===== config.mk =====
export PLATFORM = sky130hd
export DESIGN_NAME = bram_port_b_ctrl
export DESIGN_NICKNAME = d
export VERILOG_FILES = /design/src/rtl/bram_port_b_ctrl.sv
export SDC_FILE = /design/constraint.sdc
export NUM_CORES = 1
export LEC_CHECK = 0
export CAP_MARGIN = 20
export CELL_PAD_IN_SITES_DETAIL_PLACEMENT = 0
export CELL_PAD_IN_SITES_GLOBAL_PLACEMENT = 2
export CORE_ASPECT_RATIO = 1.5
export CORE_UTILIZATION = 26
export CTS_BUF_LIST = sky130_fd_sc_hd__clkbuf_4
export CTS_CLUSTER_SIZE = 25
export DETAILED_ROUTE_END_ITERATION = 8
export PLACE_DENSITY = 0.94
export SLEW_MARGIN = 20
export SYNTH_ARGS = -nofsm -noshare
export SYNTH_HDL_FRONTEND = slang
export SYNTH_SLANG_ARGS = --single-unit
export TNS_END_PERCENT = 50

===== constraint.sdc =====
create_clock -name Clk -period 2.9 [get_ports Clk]
set_input_delay 0.58 -clock Clk [delete_from_list [all_inputs] [get_ports Clk]]
set_output_delay 0.58 -clock Clk [all_outputs]
set_load 0.02 [all_outputs]

===== src/rtl/bram_port_b_ctrl.sv =====
// bram_port_b_ctrl: single-outstanding request controller for port B of the
// local BRAM block. Converts a valid/ready request/response interface into
// BRAM enable / write-enable / address / data cycles. Read data is captured
// one cycle after issue.
//
// Optional feature macro: BRAM_CTRL_CLEAR_EN -- when defined, a Clr_Start
// pulse walks every word of the window and writes zero to it.
//
// Handshake: a request transfers on any rising Clk edge where Req_Valid and
// Req_Ready are both high; a response transfers on any edge where Rsp_Valid
// and Rsp_Ready are both high. Once Rsp_Valid rises, Rsp_Valid, Rsp_Err and
// Rsp_RData hold steady until that transfer.
//
// Vectors are big-endian ([0:N-1], bit 0 is the MSB, byte lane 0 is [0:7]).
module bram_port_b_ctrl #(
  parameter logic [31:0] C_BASEADDR    = 32'h0000_0000,
  parameter logic [31:0] C_MEMSIZE     = 32'h0000_4000,
  parameter int          C_PORT_AWIDTH = 32,
  parameter int          C_PORT_DWIDTH = 32,
  parameter int          C_NUM_WE      = 4
) (
  input  logic                     Clk,
  input  logic                     Rst_n,
  input  logic                     Req_Valid,
  output logic                     Req_Ready,
  input  logic                     Req_Wr,
  input  logic [0:C_NUM_WE-1]      Req_BE,
  input  logic [0:31]              Req_Addr,
  input  logic [0:C_PORT_DWIDTH-1] Req_WData,
  output logic                     Rsp_Valid,
  input  logic                     Rsp_Ready,
  output logic                     Rsp_Err,
  output logic [0:C_PORT_DWIDTH-1] Rsp_RData,
  output logic                     BRAM_Rst,
  output logic                     BRAM_EN,
  output logic [0:C_NUM_WE-1]      BRAM_WEN,
  output logic [0:C_PORT_AWIDTH-1] BRAM_Addr,
  output logic [0:C_PORT_DWIDTH-1] BRAM_Dout,
  input  logic [0:C_PORT_DWIDTH-1] BRAM_Din,
  input  logic                     Clr_Start,
  output logic                     Clr_Busy,
  output logic                     Clr_Done
);

  typedef enum logic [2:0] {
    S_IDLE    = 3'd0,
    S_ISSUE   = 3'd1,
    S_CAPTURE = 3'd2,
    S_RESP    = 3'd3
`ifdef BRAM_CTRL_CLEAR_EN
    , S_CLEAR = 3'd4
`endif
  } state_e;

  state_e                     state_q, state_d;
  logic                       wr_q, wr_d;
  logic [0:C_NUM_WE-1]        be_q, be_d;
  logic [0:31]                addr_q, addr_d;
  logic [0:C_PORT_DWIDTH-1]   wdata_q, wdata_d;
  logic                       err_q, err_d;
  logic [0:C_PORT_DWIDTH-1]   rdata_q, rdata_d;

  logic                       bram_en_c;
  logic [0:C_NUM_WE-1]        bram_wen_c;
  logic [0:C_PORT_AWIDTH-1]   bram_addr_c;
  logic [0:C_PORT_DWIDTH-1]   bram_dout_c;

  // Window decode on the captured address; subtraction wraps at 32 bits so
  // addresses below the base land far above C_MEMSIZE and fail the test.
  logic [31:0] offset;
  logic        in_window;
  logic [31:0] word_addr;

  assign offset    = addr_q - C_BASEADDR;
  assign in_window = (offset < C_MEMSIZE);
  assign word_addr = offset & (C_MEMSIZE - 32'd1) & ~32'h3;

`ifdef BRAM_CTRL_CLEAR_EN
  localparam int          CNT_W    = $clog2(C_MEMSIZE / 4);
  localparam logic [CNT_W-1:0] CNT_LAST = CNT_W'((C_MEMSIZE / 4) - 1);

  logic [CNT_W-1:0] clr_cnt_q, clr_cnt_d;
  logic             clr_pend_q, clr_pend_d;
  logic             clr_done_q, clr_done_d;
  logic             clr_go;

  // A clear is launched from IDLE by a fresh pulse or a deferred one.
  assign clr_go    = Clr_Start | clr_pend_q;
  assign Req_Ready = (state_q == S_IDLE) & ~Clr_Start & ~clr_pend_q;
  assign Clr_Busy  = (state_q == S_CLEAR);
  assign Clr_Done  = clr_done_q;
`else
  logic clr_start_unused;

  assign clr_start_unused = Clr_Start;
  assign Req_Ready = (state_q == S_IDLE);
  assign Clr_Busy  = 1'b0;
  assign Clr_Done  = 1'b0;
`endif

  assign Rsp_Valid = (state_q == S_RESP);
  assign Rsp_Err   = err_q;
  assign Rsp_RData = rdata_q;
  assign BRAM_Rst  = ~Rst_n;
  assign BRAM_EN   = bram_en_c;
  assign BRAM_WEN  = bram_wen_c;
  assign BRAM_Addr = bram_addr_c;
  assign BRAM_Dout = bram_dout_c;

  // State and datapath registers; async reset returns everything to idle.
  always_ff @(posedge Clk or negedge Rst_n) begin
    if (!Rst_n) begin
      state_q <= S_IDLE;
      wr_q    <= 1'b0;
      be_q    <= '0;
      addr_q  <= '0;
      wdata_q <= '0;
      err_q   <= 1'b0;
      rdata_q <= '0;
    end else begin
      state_q <= state_d;
      wr_q    <= wr_d;
      be_q    <= be_d;
      addr_q  <= addr_d;
      wdata_q <= wdata_d;
      err_q   <= err_d;
      rdata_q <= rdata_d;
    end
  end

`ifdef BRAM_CTRL_CLEAR_EN
  // Clear engine registers: word counter, deferred-start flag, done pulse.
  always_ff @(posedge Clk or negedge Rst_n) begin
    if (!Rst_n) begin
      clr_cnt_q  <= '0;
      clr_pend_q <= 1'b0;
      clr_done_q <= 1'b0;
    end else begin
      clr_cnt_q  <= clr_cnt_d;
      clr_pend_q <= clr_pend_d;
      clr_done_q <= clr_done_d;
    end
  end
`endif

  // Next-state logic and BRAM port drive; BRAM outputs are idle-zero by default.
  always_comb begin
    state_d     = state_q;
    wr_d        = wr_q;
    be_d        = be_q;
    addr_d      = addr_q;
    wdata_d     = wdata_q;
    err_d       = err_q;
    rdata_d     = rdata_q;
    bram_en_c   = 1'b0;
    bram_wen_c  = '0;
    bram_addr_c = '0;
    bram_dout_c = '0;
`ifdef BRAM_CTRL_CLEAR_EN
    clr_cnt_d   = '0;
    clr_pend_d  = clr_pend_q;
    clr_done_d  = 1'b0;
    // A pulse arriving mid-transaction is remembered; one arriving while
    // already clearing is dropped.
    if (Clr_Start && (state_q != S_IDLE) && (state_q != S_CLEAR)) begin
      clr_pend_d = 1'b1;
    end
`endif

    case (state_q)
      S_IDLE: begin
`ifdef BRAM_CTRL_CLEAR_EN
        if (clr_go) begin
          clr_pend_d = 1'b0;
          state_d    = S_CLEAR;
        end else
`endif
        if (Req_Valid) begin
          wr_d    = Req_Wr;
          be_d    = Req_BE;
          addr_d  = Req_Addr;
          wdata_d = Req_WData;
          state_d = S_ISSUE;
        end
      end

      S_ISSUE: begin
        rdata_d = '0;
        if (in_window) begin
          bram_en_c   = 1'b1;
          bram_wen_c  = wr_q ? be_q : '0;
          bram_addr_c = C_PORT_AWIDTH'(word_addr);
          bram_dout_c = wdata_q;
          err_d       = 1'b0;
          state_d     = wr_q ? S_RESP : S_CAPTURE;
        end else begin
          err_d   = 1'b1;
          state_d = S_RESP;
        end
      end

      S_CAPTURE: begin
        rdata_d = BRAM_Din;
        state_d = S_RESP;
      end

      S_RESP: begin
        if (Rsp_Ready) begin
          err_d   = 1'b0;
          state_d = S_IDLE;
        end
      end

`ifdef BRAM_CTRL_CLEAR_EN
      S_CLEAR: begin
        bram_en_c   = 1'b1;
        bram_wen_c  = '1;
        bram_addr_c = C_PORT_AWIDTH'({clr_cnt_q, 2'b00});
        bram_dout_c = '0;
        if (clr_cnt_q == CNT_LAST) begin
          clr_done_d = 1'b1;
          state_d    = S_IDLE;
        end else begin
          clr_cnt_d = clr_cnt_q + 1'b1;
        end
      end
`endif

      default: begin
        state_d = S_IDLE;
      end
    endcase
  end

endmodule

-- Word-level counts from Yosys, hierarchy flattened
Index checks and enable logic that the tools add are counted.
W data, S select, Z words.
- equal/unequal tests: 5
- reductions and logical operators: 6
- shifts and indexed selects: 0
- order comparisons: 1
- $add $sub $neg: 0
- multiplexer cells: 18
- div/mod/pow operators: 0
- multipliers: 0
- bitwise gates (word level): 1
- operator list (cell ; count):
    $mux W32 ; 2
    $pmux W32 S2 ; 1
    $lt A32 B15 Y1 const B ; 1
    $mux W14 ; 2
    $mux W4 ; 3
    $pmux W3 S4 ; 1
    $eq A3 B2 Y1 const B ; 2
    $mux W1 ; 6
    $mux W3 ; 2
    $reduce_and A2 Y1 ; 3
    $reduce_bool A2 Y1 ; 2
    $eq A3 B1 Y1 const B ; 1
    $logic_not A3 Y1 ; 1
    $ne A2 B1 Y1 const B ; 1
    $ne A2 B2 Y1 const B ; 1
    $pmux W1 S2 ; 1
    $not A1 Y1 ; 1
- memory bits (read-only): 0
- bits in registers: 105
- logic and storage cells: 38
- bits in writable memories: 0
- memories kept: 0
- latch bits: 0
- input port bits: 106
- output and inout bits: 107

-- Longest topological paths before layout
Gate-level depths: netlist of run 1.
- word-level depth: 3
- gate-level depth with buffers: 7

-- Worst setup path after synthesis of run 1
Ideal clock, no wire load.
- path kind: register to output
- start point: register state_q[1]
- end point: output port BRAM_WEN[0] (netlist bit)
- slack: 0.528 ns
- data required time: 2.320 ns
- arrival: 1.792 ns
- stages on the path, launching flop included: 7
- path through: dfrtp_1 -> inv_1 -> ha_1 -> or4b_4 -> nor3_4 -> buf_6 -> and3_1
- longest elaborated chain between the ends: 2
- RTL lines (item ; RTL line ; source):
    start, declared ; 55 ; state_e state_q, state_d;
    start signal, assigned ; 121 ; state_q <= state_d;
    $eq A3 B1 Y1 ; 170 ; case (state_q)
    $mux W4 ; 170 ;
    end, declared ; 36 ; output logic [0:C_NUM_WE-1] BRAM_WEN,
Every way passes these cells.

-- Worst setup path after layout of run 1
- start point: register state_q[1]
- end point: output port BRAM_Addr[18] (netlist bit)
- longest elaborated chain between the ends: 2
- RTL lines (item ; RTL line ; source):
    $eq A3 B1 Y1 ; 170 ;
    $mux W14 ; 170 ;
    end, declared ; 37 ; output logic [0:C_PORT_AWIDTH-1] BRAM_Addr,
Every way passes these cells.

==> qor.yml, run 1 <==
status: "finished, violations left"
violations: "setup timing"
avgViaCountPerCell: 4.30
wirelength_um: 12000
setup_viol: 6
grt_pass1_vias: 3657
arrival_ns: 2.34
synth_top_cell_by_area: "dfrtp_1"
synthSimpleGateAreaFrac: 0.126
pwr_density_cell_mw_per_mm2: 810
clock.fmax_mhz: 342
ys_top_cells_by_count: "dfrtp_1 (102), mux2_2 (67), and2_1 (39), inv_1 (36), o21ai_0 (34)"
synth_top_family_by_area: "multiplexers"
design_area_mm2: 0.00703
synth.area.top_cells: "dfrtp_1 (56%), mux2_2 (17%), and2_1 (5.3%)"
clk_pin_slew_ns: 0.19
num-fill-cells: 1659
tritoncts: "yes"
htree_levels: 3
pin_count: 213
worst_slack_ns: -0.0249
insertedDiodeCount: 0
postRouteAntennaNets: 0
crit_start: "state_q[1]"
cts_hold_buf: 0
clkSinkCount: 102
grt_max_degree: 68
synth_top_area_share: 0.558
ys_ff_latch: 102
crit_path_end_kind: "primary output"
endpoint: "BRAM_Addr[18]"
synthMostInstantiatedCell: "dfrtp_1"
hold_viol_final: 0
dieArea_mm2: 0.0181
core_mm2: 0.0173
stdcell_count: 805
post_route_cells_drive_above_1_share: 0.321
grt_pass1_wl_um: 18500
ys_seq_area_frac: 0.558
fin_skew_ns: 0.0136
finalSetupTns_ns: -0.0967
synthesis.area_mm2: 0.00457
syn_inst: 390
async_flop_share: 1.00
avgSynthCellArea_um2: 11.7
hold_class: "in2async"
antenna_found_initial: 1
die_x_um: 110
ys_warn_count: 0
path_class: "reg2out"
period_minus_slack_ns: 2.92
tightest_slew_ns: 0.706
slew_viol_final: 0
drt_iter0_drc: 70
routabilityCongestion: 0.716
wl_per_cell_um: 14.9
r2r-end: "Rsp_RData[12]"
synth_compound_gate_area_share: 0.0400
cap_violations: 0
rsz0062_at_grt: "yes"
synth_xor_area_frac: 0
slew_headroom: 0.529
min_period_over_period: 1.01
dr.pass1.iters: 4
synth.area.mux_share: 0.167
gr-total-overflow: 0
vias: 3458
clk_latency_ns: 0.46
die_h_um: 164
synth_adder_area_share: 0.0137
route.detailed.drc: 0
r2r-start: "state_q[1]"
synth_edf_count: 0
root_buffer: "clkbuf_4"
r2r_slack_ns: 0.80
area_growth_pct: 53.9
row_count: 59
synth-main-ff-cell: "dfrtp_1"
placed_cells: 776
worstSetupStartpointType: "register"
reg2reg_depth: 8
ys_types: 28
start_util: 0.265
grtUsageTotal: 0.135
place_area_mm2: 0.00660
static-leakage-power_nw: 3.07
cp_max_fo: 6
nets: 698
io_buffers: 187
hpwlAfterDp_um: 8140
cts_buffers: 9
irDropWorstVdd_mv: 0.603
cts_buffer_depth: 2
crit_required_ns: 2.32
-- per-stage QoR --
stage          total power, W  utilization  setup WS [ns]  hold slack [ns]
2_1_floorplan         0.00395            -          0.528            0.284
3_3_place_gp          0.00481        0.382         0.0237            0.477
3_5_place_dp          0.00497        0.382        -0.0180            0.485
4_1_cts               0.00577        0.404         -0.278            0.214
5_1_grt               0.00614        0.407         -0.169            0.235
6_report              0.00570        0.407        -0.0249            0.216
-- cells by family (layout without fill, tap and decap cells) --
| family | Yosys count | in the layout |
|---|---|---|
| DFF | 102 | 102 |
| and+or+nand+nor | 97 | 97 |
| buffers and inverters | 81 | 262 |
| muxes | 68 | 68 |
| AOI/OAI and AO/OA | 36 | 36 |
| adders and majority gates | 5 | 5 |
| other | 1 | 22 |
-- per-layer routing --
layer	share of wire	wire length, um	GRT usage	vias up
li1	-	-	-	1630
met1	0.38	4570	0.148	1652
met2	0.51	6160	0.243	162
met3	0.092	1100	0.0454	12
met4	0.011	137	0.0365	2
met5	0.0011	13	0	-
-- timing repair --
| action | CTS | global route |
|---|---|---|
| resized for setup | 292 | 32 |
| buffers inserted | 11 | 1 |
| cloned | 2 | 0 |
| pin swaps | 5 | 9 |
| endpoints found under the setup margin | 49 | 49 |
-- critical path: stages, from the launching register on --
cell and delay (ns):
dfrtp_1 0.43, inv_2 0.08, ha_4 0.12, or4b_4 0.47
nor3_4 0.16, buf_12 0.15, buf_16 0.12, buf_8 0.12
and2_4 0.14, buf_6 0.11
-- power by group --
group / internal, W / switching (W) / total [W] / leakage, nW
sequential: 0.00212 / 0.000388 / 0.00250 / 1.26
clock: 0.000197 / 0.000526 / 0.000724 / 0.0681
combinational: 0.00125 / 0.00121 / 0.00247 / 1.74
-- layout make-up --
type / count / area, um2 / area share
inverters: 36 / 135 / 0.0192
repair buffers: 210 / 2190 / 0.312
multi-input cells: 228 / 1750 / 0.249
well taps: 213 / 267 / 0.0379
clock inverters: 7 / 66.3 / 0.00943
clock buffers: 9 / 67.6 / 0.00961
flip-flops and latches: 102 / 2550 / 0.363
-- cells in the final DEF, fill, tap and decap left out --
| cell | count |
|---|---|
| ha_1 | 3 |
| and2_1 | 19 |
| a21oi_1 | 1 |
| ha_4 | 1 |
| clkinvlp_4 | 2 |
| or4b_4 | 1 |
| clkbuf_4 | 9 |
| buf_4 | 19 |
| inv_1 | 35 |
| and2_2 | 2 |
| clkinv_4 | 2 |
| nand4_1 | 1 |
| nor2b_1 | 1 |
| and3_1 | 4 |
| nor4_1 | 1 |
| or4_2 | 1 |
| nor3_4 | 1 |
| nor3_1 | 1 |
| buf_6 | 46 |
| nor2_1 | 4 |
| inv_2 | 1 |
| o21ai_0 | 34 |
| conb_1 | 22 |
| o31ai_1 | 1 |
| nand3_1 | 32 |
| mux2_2 | 67 |
| mux2i_1 | 1 |
| nand3b_1 | 1 |
| clkdlybuf4s50_1 | 137 |
| buf_8 | 1 |
| nand2_1 | 2 |
| ha_2 | 1 |
| nor4_2 | 2 |
| inv_8 | 3 |
| buf_16 | 1 |
| buf_12 | 6 |
| dfrtp_1 | 102 |
| and2_4 | 23 |
| nand2_2 | 1 |
-- how the worst min path moves through the flow --
| stage | startpoint | endpoint | slack [ns] |
|---|---|---|---|
| 2_1_floorplan | Rst_n | Rsp_Err | 0.28 |
| 3_3_place_gp | wdata_q[26] | wdata_q[26] | 0.48 |
| 3_5_place_dp | wdata_q[15] | wdata_q[15] | 0.48 |
| 4_1_cts | Rst_n | wr_q | 0.21 |
| 5_1_grt | Rst_n | wr_q | 0.23 |
| 6_report | Rst_n | wr_q | 0.22 |
-- state kept, by name (all words and copies together) (netlist names) --
signal,flops
state_q,2
addr_q,30
be_q,4
Rsp_Err,1
Rsp_RData,32
wdata_q,32
wr_q,1
Power figures use the tool's default switching activity.
==> run 2, diff against run 1 <==
--- a/config.mk
+++ b/config.mk
@@ -6,14 +6,14 @@
 export NUM_CORES = 1
 export LEC_CHECK = 0
 export CAP_MARGIN = 20
-export CELL_PAD_IN_SITES_DETAIL_PLACEMENT = 0
-export CELL_PAD_IN_SITES_GLOBAL_PLACEMENT = 2
+export CELL_PAD_IN_SITES_DETAIL_PLACEMENT = 1
+export CELL_PAD_IN_SITES_GLOBAL_PLACEMENT = 1
 export CORE_ASPECT_RATIO = 1.5
-export CORE_UTILIZATION = 26
+export CORE_UTILIZATION = 32
 export CTS_BUF_LIST = sky130_fd_sc_hd__clkbuf_4
 export CTS_CLUSTER_SIZE = 25
 export DETAILED_ROUTE_END_ITERATION = 8
-export PLACE_DENSITY = 0.94
+export PLACE_DENSITY = 0.93
 export SLEW_MARGIN = 20
 export SYNTH_ARGS = -nofsm -noshare
 export SYNTH_HDL_FRONTEND = slang
==> run 2 against run 1 <==
Against the previous run: the flow still finishes with violations (setup timing); non-clock buffer count rose by 2; via count rose by 2.6%; largest power group unchanged; critical endpoint is now BRAM_WEN[2]; sequential power barely moved; first-iteration DRC count fell by 16%; combinational power barely moved.
==> qor.yml, run 2 (synthesis gave the netlist of run 1 again) <==
htree_levels: 3
start_util: 0.327
path_class: "reg2out"
detailedPlace.worstSlack_ns: -0.000321
postRouteAntennaNets: 0
hold_class: "in2async"
cts_buffers: 9
cp_slowest_cell: "or4b_4"
grt_max_degree: 65
cts_buffer_depth: 2
worstSetupStartpointType: "register"
hpwlAfterDp_um: 9310
clkSinkCount: 102
crit_path_end_kind: "primary output"
wl_per_cell_um: 17.0
critical-path-top-delay-family: "simple AND/OR/NAND/NOR gates"
root_buffer: "clkbuf_4"
cap_violations: 0
cp_common_cell: "buf_6"
status: "finished, violations left"
crit_required_ns: 2.32
period_minus_slack_ns: 3.05
slew_viol_final: 0
nets: 700
violations: "setup timing"
die_h_um: 148
worst_slack_ns: -0.147
finalSetupTns_ns: -1.75
area_growth_pct: 52.6
layout_common_cells: "clkdlybuf4s50_1 (137), dfrtp_1 (102), mux2_2 (67), buf_4 (39), inv_1 (35)"
io_buffers: 187
static-leakage-power_nw: 3.07
grt_util_met2: 0.357
wirelength_um: 13300
irDropWorstVdd_mv: 0.432
insertedDiodeCount: 0
cts_hold_buf: 0
design_area_mm2: 0.00697
routabilityCongestion: 0.737
core_mm2: 0.0140
gr-total-overflow: 0
clk_latency_ns: 0.45
die_x_um: 99.6
layout_commonest_cell: "clkdlybuf4s50_1"
post_route_cells_drive_above_1_share: 0.320
grt_pass1_vias: 3950
route.detailed.drc: 0
cp_max_fo: 5
total_power_w: 0.00589
setup_viol: 34
slew_headroom: 0.458
tightest_slew_ns: 0.812
dieArea_mm2: 0.0148
place_area_mm2: 0.00657
path_cells: "inv_2 > ha_4 > or4b_4 > nor3_4 > buf_6 > buf_12 > buf_16 > and3_4 > buf_6"
crit_buf_inv: 5
min_period_over_period: 1.05
slowest_delay_ns: 0.47
clock.fmax_mhz: 328
use_met3: 0.0555
hold_viol_final: 0
pwr_density_cell_mw_per_mm2: 845
grtUsageTotal: 0.185
row_count: 53
fin_skew_ns: 0.0189
tritoncts: "yes"
pin_count: 213
antenna_found_initial: 0
dr.pass1.iters: 4
clk_pin_slew_ns: 0.17
arrival_ns: 2.47
rsz0062_at_grt: "yes"
grt_pass1_wl_um: 20800
top_usage_layer: "met2"
vias: 3548
drt_iter0_drc: 59
avgViaCountPerCell: 4.51
use_met1: 0.187
## run 2: report_power, final
part | leakage, nW | switching, W | total (W) | internal [W]
logic | 1.73 | 0.00125 | 0.00250 | 0.00125
registers | 1.26 | 0.000404 | 0.00252 | 0.00212
clock network | 0.0836 | 0.000514 | 0.000873 | 0.000359
total | 3.07 | 0.00217 | 0.00589 | 0.00372
## run 2: metal layers
metal,vias to the layer above,share of wire
met5,-,0
met4,0,0.014
met3,14,0.076
met2,153,0.56
met1,1746,0.35
li1,1635,-
## run 2: final timing paths
kind                                     to        start  slack (ns)  cells past startpoint
worst max register to register  wdata_q[30]   state_q[1]        0.83                      7
worst min-delay path             addr_q[15]        Rst_n        0.17                      2
max in group asynchronous       wdata_q[29]        Rst_n        1.50                      3
worst max-delay path            BRAM_WEN[2]   state_q[1]       -0.15                      9
min in group Clk                wdata_q[15]  wdata_q[15]        0.51                      1
worst min register to register  wdata_q[15]  wdata_q[15]        0.51                      1
## run 2: cell type report
class / instances / area, um2
Tap cell: 192 / 240
Clock inverter: 7 / 101
Inverter: 36 / 135
Clock buffer: 9 / 67.6
Fill cell: 1444 / 7020
Sequential cell: 102 / 2550
Multi-Input combinational cell: 228 / 1750
Timing Repair Buffer: 212 / 2130
## run 2: repair_timing
action | 4_1_cts | 5_1_grt
setup endpoints to repair | 49 | 49
gates cloned | 3 | 0
pin swaps | 3 | 9
gates resized for setup | 273 | 31
setup buffers | 10 | 2
## run 2: stage by stage
| stage | std cells | hold slack, ns | utilization |
|---|---|---|---|
| floorplan | 411 | 0.284 | - |
| global placement | 756 | 0.479 | 0.469 |
| detailed placement | 756 | 0.487 | 0.469 |
| CTS | 785 | 0.168 | 0.494 |
| global route | 786 | 0.175 | 0.498 |
| finish | 786 | 0.174 | 0.498 |
